File: src/rtl/serial_add_pkg.sv
// Shared constants for the time-shared serial adder controller.
// Latency: n/a (declarations only).
// Backpressure: n/a.
package serial_add_pkg;

  // FSM encoding, kept as plain 2-bit constants for legacy compatibility
  localparam logic [1:0] ST_IDLE = 2'd0;
  localparam logic [1:0] ST_RUN  = 2'd1;
  localparam logic [1:0] ST_DONE = 2'd2;

  // Default geometry: a 4-bit adder slice reused 4 times gives 16-bit operands
  localparam int SA_N     = 4;
  localparam int SA_WORDS = 4;

  // Counter width for the slice index, at least one bit even for WORDS=1
  function automatic int idx_width(input int words);
    return (words > 1) ? $clog2(words) : 1;
  endfunction

endpackage

File: src/rtl/serial_add_ctrl_if.sv
// Start/ready request bus and result bus of the serial adder controller.
// Latency: n/a (wiring only).
// Backpressure: requester may only issue start while ready is high.
interface serial_add_ctrl_if #(
  parameter int N     = 4,
  parameter int WORDS = 4
);
  localparam int W = N * WORDS;

  logic         start;
  logic         op_sub;
  logic         cin;
  logic [W-1:0] a;
  logic [W-1:0] b;
  logic         ready;
  logic         busy;
  logic         done;
  logic [W-1:0] sum;
  logic         cout;

  // Front end issuing requests
  modport master (
    output start, op_sub, cin, a, b,
    input  ready, busy, done, sum, cout
  );

  // Controller serving requests
  modport slave (
    input  start, op_sub, cin, a, b,
    output ready, busy, done, sum, cout
  );

endinterface

File: src/rtl/serial_add_ctrl_add_slice.sv
// Narrow ripple adder slice: {co, s} = x + y + ci.
// Latency: purely combinational.
// Backpressure: none.
module add_slice #(
  parameter int N = 4
) (
  input  logic [N-1:0] x,
  input  logic [N-1:0] y,
  input  logic         ci,
  output logic [N-1:0] s,
  output logic         co
);

  // Extend to N+1 bits so the carry-out falls out of the top bit
  assign {co, s} = {1'b0, x} + {1'b0, y} + {{N{1'b0}}, ci};

endmodule

File: src/rtl/serial_add_ctrl.sv
// Wide add/subtract by reusing one N-bit slice, LSB slice first, one slice per clock.
// Latency: WORDS cycles from accept to the one-cycle done pulse.
// Backpressure: ready only in IDLE/DONE; start is ignored while busy.
module serial_add_ctrl
  import serial_add_pkg::*;
#(
  parameter int N     = SA_N,
  parameter int WORDS = SA_WORDS
) (
  input logic clk,
  input logic rst_n,
  serial_add_ctrl_if.slave bus
);

  localparam int W    = N * WORDS;
  localparam int IDXW = idx_width(WORDS);
  localparam logic [IDXW-1:0] IDX_LAST = IDXW'(WORDS - 1);

  logic [1:0]      state_q;
  logic [W-1:0]    a_q;
  logic [W-1:0]    b_q;
  logic            carry_q;
  logic [IDXW-1:0] idx_q;
  logic [W-1:0]    sum_q;
  logic            cout_q;

  logic [N-1:0]    slice_x;
  logic [N-1:0]    slice_y;
  logic [N-1:0]    slice_s;
  logic            slice_co;
  logic            accept;
  logic            last;

  // A request is taken only when idle or in the single DONE cycle
  assign accept = bus.start && ((state_q == ST_IDLE) || (state_q == ST_DONE));
  assign last   = (idx_q == IDX_LAST);

  assign slice_x = a_q[idx_q*N +: N];
  assign slice_y = b_q[idx_q*N +: N];

  add_slice #(.N(N)) u_slice (
    .x  (slice_x),
    .y  (slice_y),
    .ci (carry_q),
    .s  (slice_s),
    .co (slice_co)
  );

  // FSM: IDLE -> RUN on accept, RUN -> DONE after the last slice, DONE -> RUN or IDLE
  always_ff @(posedge clk or negedge rst_n) begin
    if (!rst_n) begin
      state_q <= ST_IDLE;
    end else begin
      case (state_q)
        ST_IDLE: if (accept) state_q <= ST_RUN;
        ST_RUN:  if (last)   state_q <= ST_DONE;
        ST_DONE: state_q <= accept ? ST_RUN : ST_IDLE;
        default: state_q <= ST_IDLE;
      endcase
    end
  end

  // Operand capture at accept; subtract is folded into inverted B plus carry-in of 1
  always_ff @(posedge clk or negedge rst_n) begin
    if (!rst_n) begin
      a_q <= '0;
      b_q <= '0;
    end else if (accept) begin
      a_q <= bus.a;
      b_q <= bus.op_sub ? ~bus.b : bus.b;
    end
  end

  // Slice carry chain and index: seeded at accept, advanced once per RUN cycle
  always_ff @(posedge clk or negedge rst_n) begin
    if (!rst_n) begin
      carry_q <= 1'b0;
      idx_q   <= '0;
    end else if (accept) begin
      carry_q <= bus.op_sub ? 1'b1 : bus.cin;
      idx_q   <= '0;
    end else if (state_q == ST_RUN) begin
      carry_q <= slice_co;
      idx_q   <= last ? '0 : idx_q + 1'b1;
    end
  end

  // Result write-back: cleared at accept, filled slice by slice, held after DONE
  always_ff @(posedge clk or negedge rst_n) begin
    if (!rst_n) begin
      sum_q  <= '0;
      cout_q <= 1'b0;
    end else if (accept) begin
      sum_q  <= '0;
      cout_q <= 1'b0;
    end else if (state_q == ST_RUN) begin
      sum_q[idx_q*N +: N] <= slice_s;
      if (last) cout_q <= slice_co;
    end
  end

  assign bus.ready = (state_q == ST_IDLE) || (state_q == ST_DONE);
  assign bus.busy  = (state_q == ST_RUN);
  assign bus.done  = (state_q == ST_DONE);
  assign bus.sum   = sum_q;
  assign bus.cout  = cout_q;

endmodule

File: src/flat_wrapper.sv
// flat-port wrapper written by rule: the top's interface ports become plain ports
module serial_add_ctrl_flat import serial_add_pkg::*;
#(
  parameter int N     = SA_N,
  parameter int WORDS = SA_WORDS
)
  (clk, rst_n, bus_start, bus_op_sub, bus_cin, bus_a, bus_b, bus_ready, bus_busy, bus_done, bus_sum, bus_cout);
  serial_add_ctrl_if #(.N(N), .WORDS(WORDS)) bus_i ();
  input logic clk;
  input logic rst_n;
  input wire logic [$bits(bus_i.start)-1:0] bus_start;
  input wire logic [$bits(bus_i.op_sub)-1:0] bus_op_sub;
  input wire logic [$bits(bus_i.cin)-1:0] bus_cin;
  input wire logic [$bits(bus_i.a)-1:0] bus_a;
  input wire logic [$bits(bus_i.b)-1:0] bus_b;
  output wire logic [$bits(bus_i.ready)-1:0] bus_ready;
  output wire logic [$bits(bus_i.busy)-1:0] bus_busy;
  output wire logic [$bits(bus_i.done)-1:0] bus_done;
  output wire logic [$bits(bus_i.sum)-1:0] bus_sum;
  output wire logic [$bits(bus_i.cout)-1:0] bus_cout;
  assign bus_i.start = bus_start;
  assign bus_i.op_sub = bus_op_sub;
  assign bus_i.cin = bus_cin;
  assign bus_i.a = bus_a;
  assign bus_i.b = bus_b;
  assign bus_ready = bus_i.ready;
  assign bus_busy = bus_i.busy;
  assign bus_done = bus_i.done;
  assign bus_sum = bus_i.sum;
  assign bus_cout = bus_i.cout;
  serial_add_ctrl #(.N(N), .WORDS(WORDS)) u_core (.clk(clk), .rst_n(rst_n), .bus(bus_i));
endmodule
File: config.mk
export PLATFORM = sky130hd
export DESIGN_NAME = serial_add_ctrl_flat
export DESIGN_NICKNAME = d
export VERILOG_FILES = /design/src/rtl/serial_add_pkg.sv /design/src/rtl/serial_add_ctrl_if.sv /design/src/rtl/serial_add_ctrl_add_slice.sv /design/src/rtl/serial_add_ctrl.sv /design/src/flat_wrapper.sv
export SDC_FILE = /design/constraint.sdc
export NUM_CORES = 1
export LEC_CHECK = 0
export BUFFER_PORTS_ARGS = -buffer_cell sky130_fd_sc_hd__buf_2
export CORE_UTILIZATION = 30
export CTS_CLUSTER_SIZE = 24
export DETAILED_ROUTE_END_ITERATION = 10
export SETUP_SLACK_MARGIN = 0.05
export SLEW_MARGIN = 20
export SYNTH_ARGS = -nofsm -noshare
export SYNTH_HDL_FRONTEND = slang
export SYNTH_SLANG_ARGS = --single-unit
File: constraint.sdc
create_clock -name clk -period 6.9 [get_ports clk]
set_input_delay 1.38 -clock clk [delete_from_list [all_inputs] [get_ports clk]]
set_output_delay 1.38 -clock clk [all_outputs]
set_load 0.02 [all_outputs]
==> metrics <==
crit path cell chain mux4_2 -> fa_1 -> fa_1 -> a21o_1 -> a21oi_1 -> a211oi_1; Fin Setup TNS 0 ps; Area contributors post-synth sky130_fd_sc_hd__dfrtp_1 (51%), sky130_fd_sc_hd__nand2_1 (9.8%), sky130_fd_sc_hd__mux4_2 (6.8%), sky130_fd_sc_hd__xnor2_1 (5.6%), sky130_fd_sc_hd__o21ai_0 (3.4%); category of the worst setup path capture point flop; global-route wire length before repair 9.46 mm; CP startpoint u_core.idx_q[0]; # nets final 341; layout cells sized above 1 0.274; EDFF count, synth 0; remaining antenna violation count after routing 0; data arrival time of the worst path 3150 ps; final count of hold timing violations 0; fin crit period 2990 ps; fraction of post-synthesis cell area in the top cell type by area 0.513; root cell of the clock tree sky130_fd_sc_hd__clkbuf_8; number of placement rows 33; hold_buf cts 0; CP most frequent cell sky130_fd_sc_hd__fa_1; Clock Pin Slew Worst Setup and Hold Paths 100 ps; Worst-Margin Slew 822 ps; classification of the worst-slack hold path reg2reg; number of top-level pins 57; gpl congestion 0.772; proportion of register bits with asynchronous set or reset after synthesis 1.00; hold path start u_core.a_q[13]; register bit count reported by yosys 54; commonest register cell after synthesis sky130_fd_sc_hd__dfrtp_1; share of the yosys chip area belonging to registers 0.513; most used standard cells in the synthesized netlist sky130_fd_sc_hd__nand2_1 (69), sky130_fd_sc_hd__dfrtp_1 (54), sky130_fd_sc_hd__o21ai_0 (18); First DRT Iteration DRCs 78; highest clock rate 0.334 GHz; die area 9170 µm²; vias in the first global route 1907; Avg Synthesized Cell Area 10.9 µm²; status finished, final reports clean; starting density of the core 0.316; Clock Tree Buf Depth 2; worst reg2reg path startpoint u_core.idx_q[0]; floorplan die height 95.7 µm; ANT cells 0; worst-case vdd ir drop 0.191 mV; largest net degree at the start of global routing 55; WP data required 7060 ps; total routing usage reported by global routing 0.140; Vias per Instance 4.69; most common cell in the synthesized netlist sky130_fd_sc_hd__nand2_1; Die Width 95.7 µm; Initial DRT Pass Iterations 4; vias after detailed routing 1881; count of buffers inserted at the top-level ports 56; standby leakage power 1.52 nW; estimated wirelength of the detail-placed design 4.24 mm; number of cells produced by synthesis 242; number of buffers added by the clock tree synthesis step 5; maximum fanout along the worst path 15; number of resized instances in the post-cts repair step 0; Avg WL per Cell 14.3 µm; number of buffers inserted to repair setup after CTS 0; non-filler instance count after layout 401; Cell Pwr Density 478 nW/µm²; later-pin clock latency in the skew report 320 ps; RSZ-0062 raised after global routing no; start-to-end type of the worst setup path reg2reg; count of max-cap constraint violations 0; count of warnings emitted by yosys 0; Final Cycle Share 0.434; delay of the slowest cell on the worst path 890 ps; Netlist Area Pre-Place 2640 µm²; post-detailed-routing wire length 5.74 mm; CTS tree done; drt drc 0; maximum level of the CTS H-tree 2; final setup skew 7.59 ps; placed cells 393; largest area contributor in the synthesized netlist sky130_fd_sc_hd__dfrtp_1; number of antenna violations at the first check in global routing 0; headroom to the max-slew limit 0.452; Worst Setup Start Kind flop; Slew Viols, Final 0; library cell contributing the largest single delay on the critical path sky130_fd_sc_hd__dfrtp_1; Area Growth Syn to Fin 17.5%; Syn Nets 288; total overflow reported by the global router 0; Cell variety after synth 38; number of clock sinks 54; final count of negative-setup-slack endpoints 0; core outline area 8340 µm²
-- sequential cells by signal, summed over array words and instances (netlist names) --
name             flops
u_core.b_q          16
u_core.state_q       2
u_core.bus.sum      16
u_core.bus.cout      1
u_core.a_q          16
u_core.idx_q         2
u_core.carry_q       1
-- cell families (layout without fill, tap and decap cells) --
group                    Yosys count  in the layout  synth area share
buffers and inverters             18             72            0.0342
flip-flops                        54             54             0.513
adder cells (fa/ha/maj)            9              9            0.0484
AND/OR/NAND/NOR                   91             91             0.167
AO/OA/AOI/OAI                     44             44             0.110
multiplexers                       8              8            0.0683
XOR/XNOR                          18             18            0.0598
-- worst paths after layout --
check	to	slack [ps]	cells past startpoint
worst max-delay path	u_core.bus.cout	3910	6
worst min-delay path	u_core.a_q[13]	480	2
worst max register to register	u_core.bus.cout	3910	6
worst min register to register	u_core.a_q[13]	480	2
max in group asynchronous	u_core.state_q[0]	5240	2
min in group asynchronous	u_core.b_q[0]	1180	2
-- final cells by class --
cell class / count / area [µm²]
multi-input combinational: 170 / 1190
inverter: 5 / 18.8
sequential: 54 / 1350
clock buffer: 6 / 82.6
timing repair buffer: 59 / 303
fill: 878 / 5240
clock inverter: 2 / 16.3
tap: 105 / 131
-- through the flow --
| stage | power (mW) | utilization | cell area [µm²] | setup slack [ps] | hold slack (ps) |
|---|---|---|---|---|---|
| 6_report | 1.48 | 0.371 | 3100 | 3910 | 481 |
| 5_1_grt | 1.61 | 0.371 | 3100 | 3710 | 509 |
| 4_1_cts | 1.50 | 0.371 | 3100 | 3880 | 487 |
| 3_5_place_dp | 1.30 | 0.360 | 3000 | 3890 | 461 |
| 3_3_place_gp | 1.29 | 0.360 | 3000 | 3920 | 454 |
| 2_1_floorplan | 1.10 | - | 2640 | 4260 | 440 |
-- worst max-delay path, delay by kind of cell (launching register included) --
kind	cells	cell delay, ps
multiplexers	1	620
AO/OA/AOI/OAI	3	470
adder cells (fa/ha/maj)	2	860
flip-flops	1	890
-- routing by layer --
metal	up-vias	GRT usage	wire length [µm]
li1	942	-	-
met1	887	0.184	2740
met2	43	0.223	2630
met3	9	0.0316	272
met4	0	0.0572	91
met5	-	0	0
-- power by group --
part / internal (mW) / switching, mW / leakage (nW)
Sequential: 0.449 / 0.111 / 0.693
Clock: 0.0829 / 0.111 / 0.0478
Combinational: 0.309 / 0.417 / 0.784
Total: 0.840 / 0.639 / 1.52
-- cell usage in the layout, fill, tap and decap left out, types with 2 or more instances in the layout --
| master | synthesis | routed |
|---|---|---|
| sky130_fd_sc_hd__xnor2_1 | 17 | 17 |
| sky130_fd_sc_hd__nand3_1 | 2 | 2 |
| sky130_fd_sc_hd__clkbuf_8 | 0 | 6 |
| sky130_fd_sc_hd__a22o_1 | 6 | 6 |
| sky130_fd_sc_hd__a32o_1 | 5 | 5 |
| sky130_fd_sc_hd__nand3b_1 | 2 | 2 |
| sky130_fd_sc_hd__nor2_1 | 2 | 2 |
| sky130_fd_sc_hd__nand2_1 | 69 | 69 |
| sky130_fd_sc_hd__mux4_2 | 8 | 8 |
| sky130_fd_sc_hd__a21oi_1 | 7 | 7 |
| sky130_fd_sc_hd__nand4_1 | 3 | 3 |
| sky130_fd_sc_hd__fa_1 | 2 | 2 |
| sky130_fd_sc_hd__dfrtp_1 | 54 | 54 |
| sky130_fd_sc_hd__ha_1 | 7 | 7 |
| sky130_fd_sc_hd__inv_1 | 4 | 4 |
| sky130_fd_sc_hd__and3_1 | 2 | 2 |
| sky130_fd_sc_hd__buf_4 | 3 | 3 |
| sky130_fd_sc_hd__a211oi_1 | 2 | 2 |
| sky130_fd_sc_hd__o21ai_0 | 18 | 18 |
| sky130_fd_sc_hd__buf_2 | 8 | 56 |
| sky130_fd_sc_hd__nor2b_1 | 3 | 3 |
(Power assumes the default switching activity.)
